--- config.mk ---
export PLATFORM = sky130hd
export DESIGN_NAME = fetch_branch_predictor
export DESIGN_NICKNAME = d
export VERILOG_FILES = /design/src/rtl/fetch_branch_predictor.sv
export SDC_FILE = /design/constraint.sdc
export NUM_CORES = 1
export LEC_CHECK = 0
export CORE_ASPECT_RATIO = 1.5
export CORE_UTILIZATION = 25
export CTS_CLUSTER_SIZE = 24
export DETAILED_ROUTE_END_ITERATION = 8
export SLEW_MARGIN = 10
export SYNTH_ARGS = -nofsm -noshare
export SYNTH_HDL_FRONTEND = slang
export SYNTH_SLANG_ARGS = --single-unit
export TNS_END_PERCENT = 1
--- constraint.sdc ---
create_clock -name clk -period 3.6 [get_ports clk]
set_input_delay 0.72 -clock clk [delete_from_list [all_inputs] [get_ports clk]]
set_output_delay 0.72 -clock clk [all_outputs]
set_load 0.02 [all_outputs]
--- src/rtl/fetch_branch_predictor.sv ---
// Fetch-stage next-PC unit with a direct-mapped 2-bit branch history table.
// Owns the fetch PC, the BHT counters, the BTB valid bits and the prediction
// that travels with the instruction into decode; resolves that prediction
// against the decode-stage outcome and redirects fetch on a mispredict.
//
// Ports:
//   clk, rst           clock, asynchronous active-high reset
//   stall              hazard stall; holds PC and the decode prediction slot
//   btb_target         BTB target read at btb_rd_idx
//   id_is_branch       decode holds a branch/jump
//   id_actual_taken    resolved direction from decode
//   id_actual_target   resolved target from decode
//   id_pc              PC of the instruction in decode
//   pc_curr            fetch PC to instruction memory
//   btb_rd_idx         BTB read index (pc_curr low bits)
//   btb_wen            BTB write enable (taken resolution)
//   btb_wr_idx         BTB write index (id_pc low bits)
//   btb_wr_target      BTB write data (id_actual_target)
//   pred_taken         combinational fetch-stage prediction
//   id_pred_taken      registered prediction for the instruction in decode
//   id_pred_target     registered predicted target for the instruction in decode
//   flush              mispredict; IF/ID is squashed at the next edge
module fetch_branch_predictor #(
  parameter int unsigned PC_W   = 16,
  parameter int unsigned IDX_W  = 4,
  parameter int unsigned PC_INC = 2
) (
  input  logic              clk,
  input  logic              rst,
  input  logic              stall,
  input  logic [PC_W-1:0]   btb_target,
  input  logic              id_is_branch,
  input  logic              id_actual_taken,
  input  logic [PC_W-1:0]   id_actual_target,
  input  logic [PC_W-1:0]   id_pc,
  output logic [PC_W-1:0]   pc_curr,
  output logic [IDX_W-1:0]  btb_rd_idx,
  output logic              btb_wen,
  output logic [IDX_W-1:0]  btb_wr_idx,
  output logic [PC_W-1:0]   btb_wr_target,
  output logic              pred_taken,
  output logic              id_pred_taken,
  output logic [PC_W-1:0]   id_pred_target,
  output logic              flush
);

  localparam int unsigned ENTRIES = 1 << IDX_W;

  logic [PC_W-1:0]    pc_q, pc_d;
  logic [1:0]         bht_q [ENTRIES];
  logic [1:0]         bht_d [ENTRIES];
  logic [ENTRIES-1:0] valid_q, valid_d;
  logic               id_pred_taken_q, id_pred_taken_d;
  logic [PC_W-1:0]    id_pred_target_q, id_pred_target_d;

  logic [IDX_W-1:0]   rd_idx;
  logic [IDX_W-1:0]   wr_idx;
  logic               resolve;
  logic               mispredict;

  assign rd_idx = pc_q[IDX_W-1:0];
  assign wr_idx = id_pc[IDX_W-1:0];

  // Prediction reads the pre-edge table contents; updates land at the edge.
  assign pred_taken = valid_q[rd_idx] & bht_q[rd_idx][1];

  // A stalled decode instruction resolves on its first unstalled cycle.
  assign resolve    = id_is_branch & ~stall;
  assign mispredict = resolve &
                      ((id_pred_taken_q != id_actual_taken) |
                       (id_pred_taken_q & id_actual_taken &
                        (id_pred_target_q != id_actual_target)));

  assign flush          = mispredict;
  assign btb_wen        = resolve & id_actual_taken;
  assign btb_wr_idx     = wr_idx;
  assign btb_wr_target  = id_actual_target;
  assign btb_rd_idx     = rd_idx;
  assign pc_curr        = pc_q;
  assign id_pred_taken  = id_pred_taken_q;
  assign id_pred_target = id_pred_target_q;

  // Next fetch PC: redirect, hold, predicted target, sequential.
  always_comb begin
    pc_d = pc_q + PC_W'(PC_INC);
    if (mispredict) begin
      pc_d = id_actual_taken ? id_actual_target : id_pc + PC_W'(PC_INC);
    end else if (stall) begin
      pc_d = pc_q;
    end else if (pred_taken) begin
      pc_d = btb_target;
    end
  end

  // Saturating counter training and BTB valid tracking on resolution.
  always_comb begin
    bht_d   = bht_q;
    valid_d = valid_q;
    if (resolve) begin
      if (id_actual_taken) begin
        if (bht_q[wr_idx] != 2'b11) bht_d[wr_idx] = bht_q[wr_idx] + 2'd1;
        valid_d[wr_idx] = 1'b1;
      end else begin
        if (bht_q[wr_idx] != 2'b00) bht_d[wr_idx] = bht_q[wr_idx] - 2'd1;
      end
    end
  end

  // Prediction slot travelling into decode; squashed on a mispredict.
  always_comb begin
    id_pred_taken_d  = id_pred_taken_q;
    id_pred_target_d = id_pred_target_q;
    if (mispredict) begin
      id_pred_taken_d  = 1'b0;
      id_pred_target_d = '0;
    end else if (!stall) begin
      id_pred_taken_d  = pred_taken;
      id_pred_target_d = pred_taken ? btb_target : '0;
    end
  end

  always_ff @(posedge clk or posedge rst) begin
    if (rst) begin
      pc_q             <= '0;
      valid_q          <= '0;
      id_pred_taken_q  <= 1'b0;
      id_pred_target_q <= '0;
      for (int i = 0; i < ENTRIES; i++) bht_q[i] <= 2'b01;
    end else begin
      pc_q             <= pc_d;
      valid_q          <= valid_d;
      id_pred_taken_q  <= id_pred_taken_d;
      id_pred_target_q <= id_pred_target_d;
      bht_q            <= bht_d;
    end
  end

endmodule
==> flow_summary.toml <==
[outcome]
status = "completed"

[yosys]
yosysUniqueCellTypes = 72
syn_area_per_cell_um2 = 9.99
asyncSetResetFlopFracSynth = 1.00
syn_nets = 580
yosys_warnings = 0
ys_seq_area_frac = 0.393
synthTopCellsByArea = "dfrtp_1 31%, dfstp_2 8.1%, mux2_2 4.5%, nand2_1 4.5%, mux4_2 3.9%"
synth_cells = 522
yosys.area.top_type = "dfrtp_1"
synth_edf_count = 0
synthesis.area_mm2 = 0.00522
synth_seq_cells = 81
synth_ff_type = "dfrtp_1"
yosysTopAreaCellShare = 0.312

[placement]
place.gp.congestion = 0.860
place_ws_ns = -0.216
dp_hpwl_mm = 13.4
port_buffers = 112
dp_cells = 880

[power]
p_leak_nw = 2.87
ir_drop_mv = 0.301
p_per_area_mw_per_mm2 = 719

[floorplanning]
die_w_um = 120
start_util = 0.255
die_y_um = 179
core_mm2 = 0.0204
core.rowCount = 64
io_pins = 113
die_area_mm2 = 0.0215

[route]
routed_wl_mm = 17.5
ant_nets = 0
viasPerCell = 5.17
drc = 0
vias = 4631
drt-pass1-iter-count = 5
wl_per_cell_um = 19.6
first_iter_violations = 389

[worst_setup_path]
r2r-end = "bht_q[5]$_DFFE_PP0P_"
worst-endpoint-required_ns = 2.88
worstSetupPathType = "primary input to primary output"
cp_max_fo = 2
cp-start-kind = "primary input"
r2r-start = "bht_q[7]$_DFFE_PP0P_"
cp-end-kind = "primary output"
cp.arrival_ns = 2.74
r2r_cells = 10
regToRegSetupSlack_ns = 0.79

[finish]
num-nets-final = 685
diodes = 0
area_growth_pct = 33.7
layout_common_cells = "111 x clkdlybuf4s50_1, 65 x dfrtp_1, 63 x nand2_1, 32 x buf_4"
final_common_cell = "clkdlybuf4s50_1"
fillers = 2097
final_core_util = 0.341
final_cells = 896
multi_input_area_mm2 = 0.00279
drive_gt1_frac = 0.191
final-seq-area_mm2 = 0.00205

[sta]
period_minus_slack_ns = 3.46
setup_ws_ns = 0.135
hold_ws_ns = 0.446
tightestPinTransition_ns = 0.685
max-slew-margin-rel = 0.543
setup_viol = 0
finalCritPeriodShare = 0.962
slew_viol_final = 0
hold_viol_final = 0
max_freq_mhz = 289
rsz0062_at_grt = "no"
fin_skew_ns = 0.00855

[global_routing]
grt_max_degree = 82
grt_pass1_vias = 4599
grt_util_all_layers = 0.168
antenna_found_initial = 0
grt_pass1_wl_mm = 26.9
overflow = 0

[min_path]
worstHoldStart = "valid_q[14]$_DFFE_PP0P_"
whs_path_depth = 1
hold_class = "register to register"
min_to = "valid_q[14]$_DFFE_PP0P_"

[clock_tree]
cts_hold_buf = 0
cts.reportedPaths.clkPinSlew_ns = 0.06
cts.sink_count = 81
cts-htree-levels = 3
cts_buffer_depth = 2
cts_setup_buffers = 0
clkLatencyLatePin_ns = 0.34
clock-root-buffer = "clkbuf_16"
numCtsBuffers = 9
cts_tree = "built"

[run]
max_cap_violations = 0
==> report_power, final <==
| group | leakage, nW | internal (W) | switching (W) |
|---|---|---|---|
| clock network | 0.151 | 0.000593 | 0.000374 |
| logic | 1.72 | 0.00114 | 0.00119 |
| registers | 0.995 | 0.00126 | 0.000448 |
| total | 2.87 | 0.00300 | 0.00202 |
==> cells in the mapped netlist (5+ instances only) <==
cell      count
nand3_1      18
nor2b_1       9
buf_4        26
ha_1          5
a221o_1       6
o31ai_1      12
inv_1        11
and2_1        9
xnor2_1      22
mux2_1       10
nor2_1       22
mux2i_1       8
and3_1        6
a21o_1       16
o21ai_0      12
or3_1         5
a21oi_1       9
buf_6         5
mux4_2        9
dfstp_2      16
a31o_2        5
a31oi_1       5
nand2_1      63
dfrtp_1      65
a22o_1        9
clkbuf_1     13
buf_2         8
nand4_1      15
mux2_2       21
xor2_1        6
==> metal layers <==
layer	share of wire	track usage	up-vias
li1	-	-	2119
met2	0.54	0.309	166
met3	0.044	0.0251	38
met5	0	0	-
met4	0.036	0.0813	0
met1	0.38	0.187	2308
==> critical path, stage by stage <==
cell and delay, ns:
clkdlybuf4s50_1 0.57, xnor2_1 0.15, nand4_1 0.14, o41ai_1 0.37
buf_4 0.18, a21oi_4 0.06, clkdlybuf4s50_1 0.55
==> kinds of logic after synthesis <==
kind of cell	Yosys count	synth area share
multiplexers	48	0.121
adder cells (fa/ha/maj)	5	0.0120
AND/OR/NAND/NOR	179	0.183
flip-flops	81	0.393
XOR/XNOR	28	0.0470
buffers and inverters	68	0.0768
AO/OA/AOI/OAI	113	0.167
==> worst max path at each step <==
stage | start | endpoint | slack (ns) | cells past startpoint
2_1_floorplan | id_pc[1] | bht_q[5]$_DFFE_PP0P_ | 0.32 | 9
4_1_cts | id_pc[0] | bht_q[5]$_DFFE_PP0P_ | 0.11 | 12
6_report | id_actual_target[0] | flush | 0.14 | 7
3_5_place_dp | id_pc[0] | bht_q[5]$_DFFE_PP0P_ | -0.22 | 12
3_3_place_gp | id_pc[0] | bht_q[5]$_DFFE_PP0P_ | -0.14 | 12
5_1_grt | id_actual_target[0] | flush | 0.02 | 7
==> cell type report <==
| cell class | instances | share of cell area |
|---|---|---|
| multi-input combinational | 373 | 0.400 |
| sequential | 81 | 0.294 |
| timing repair buffer | 148 | 0.206 |
| tap | 264 | 0.0474 |
| clock buffer | 12 | 0.0382 |
| inverter | 14 | 0.00772 |
| clock inverter | 4 | 0.00718 |
==> per-stage QoR <==
step / area (um2) / total power (W) / TNS [ns]
final: 6970 / 0.00501 / 0
after global routing: 6970 / 0.00530 / 0
after CTS: 6960 / 0.00506 / 0
after detailed placement: 6650 / 0.00406 / -4.84
after global placement: 6650 / 0.00405 / -2.94
after floorplan: 5220 / 0.00307 / 0
==> what timing repair did <==
action                                  CTS  global route
endpoints found under the hold margin     0             0
endpoints found under the setup margin    0             7
resized for setup                         0             1
Power figures use the tool's default switching activity.
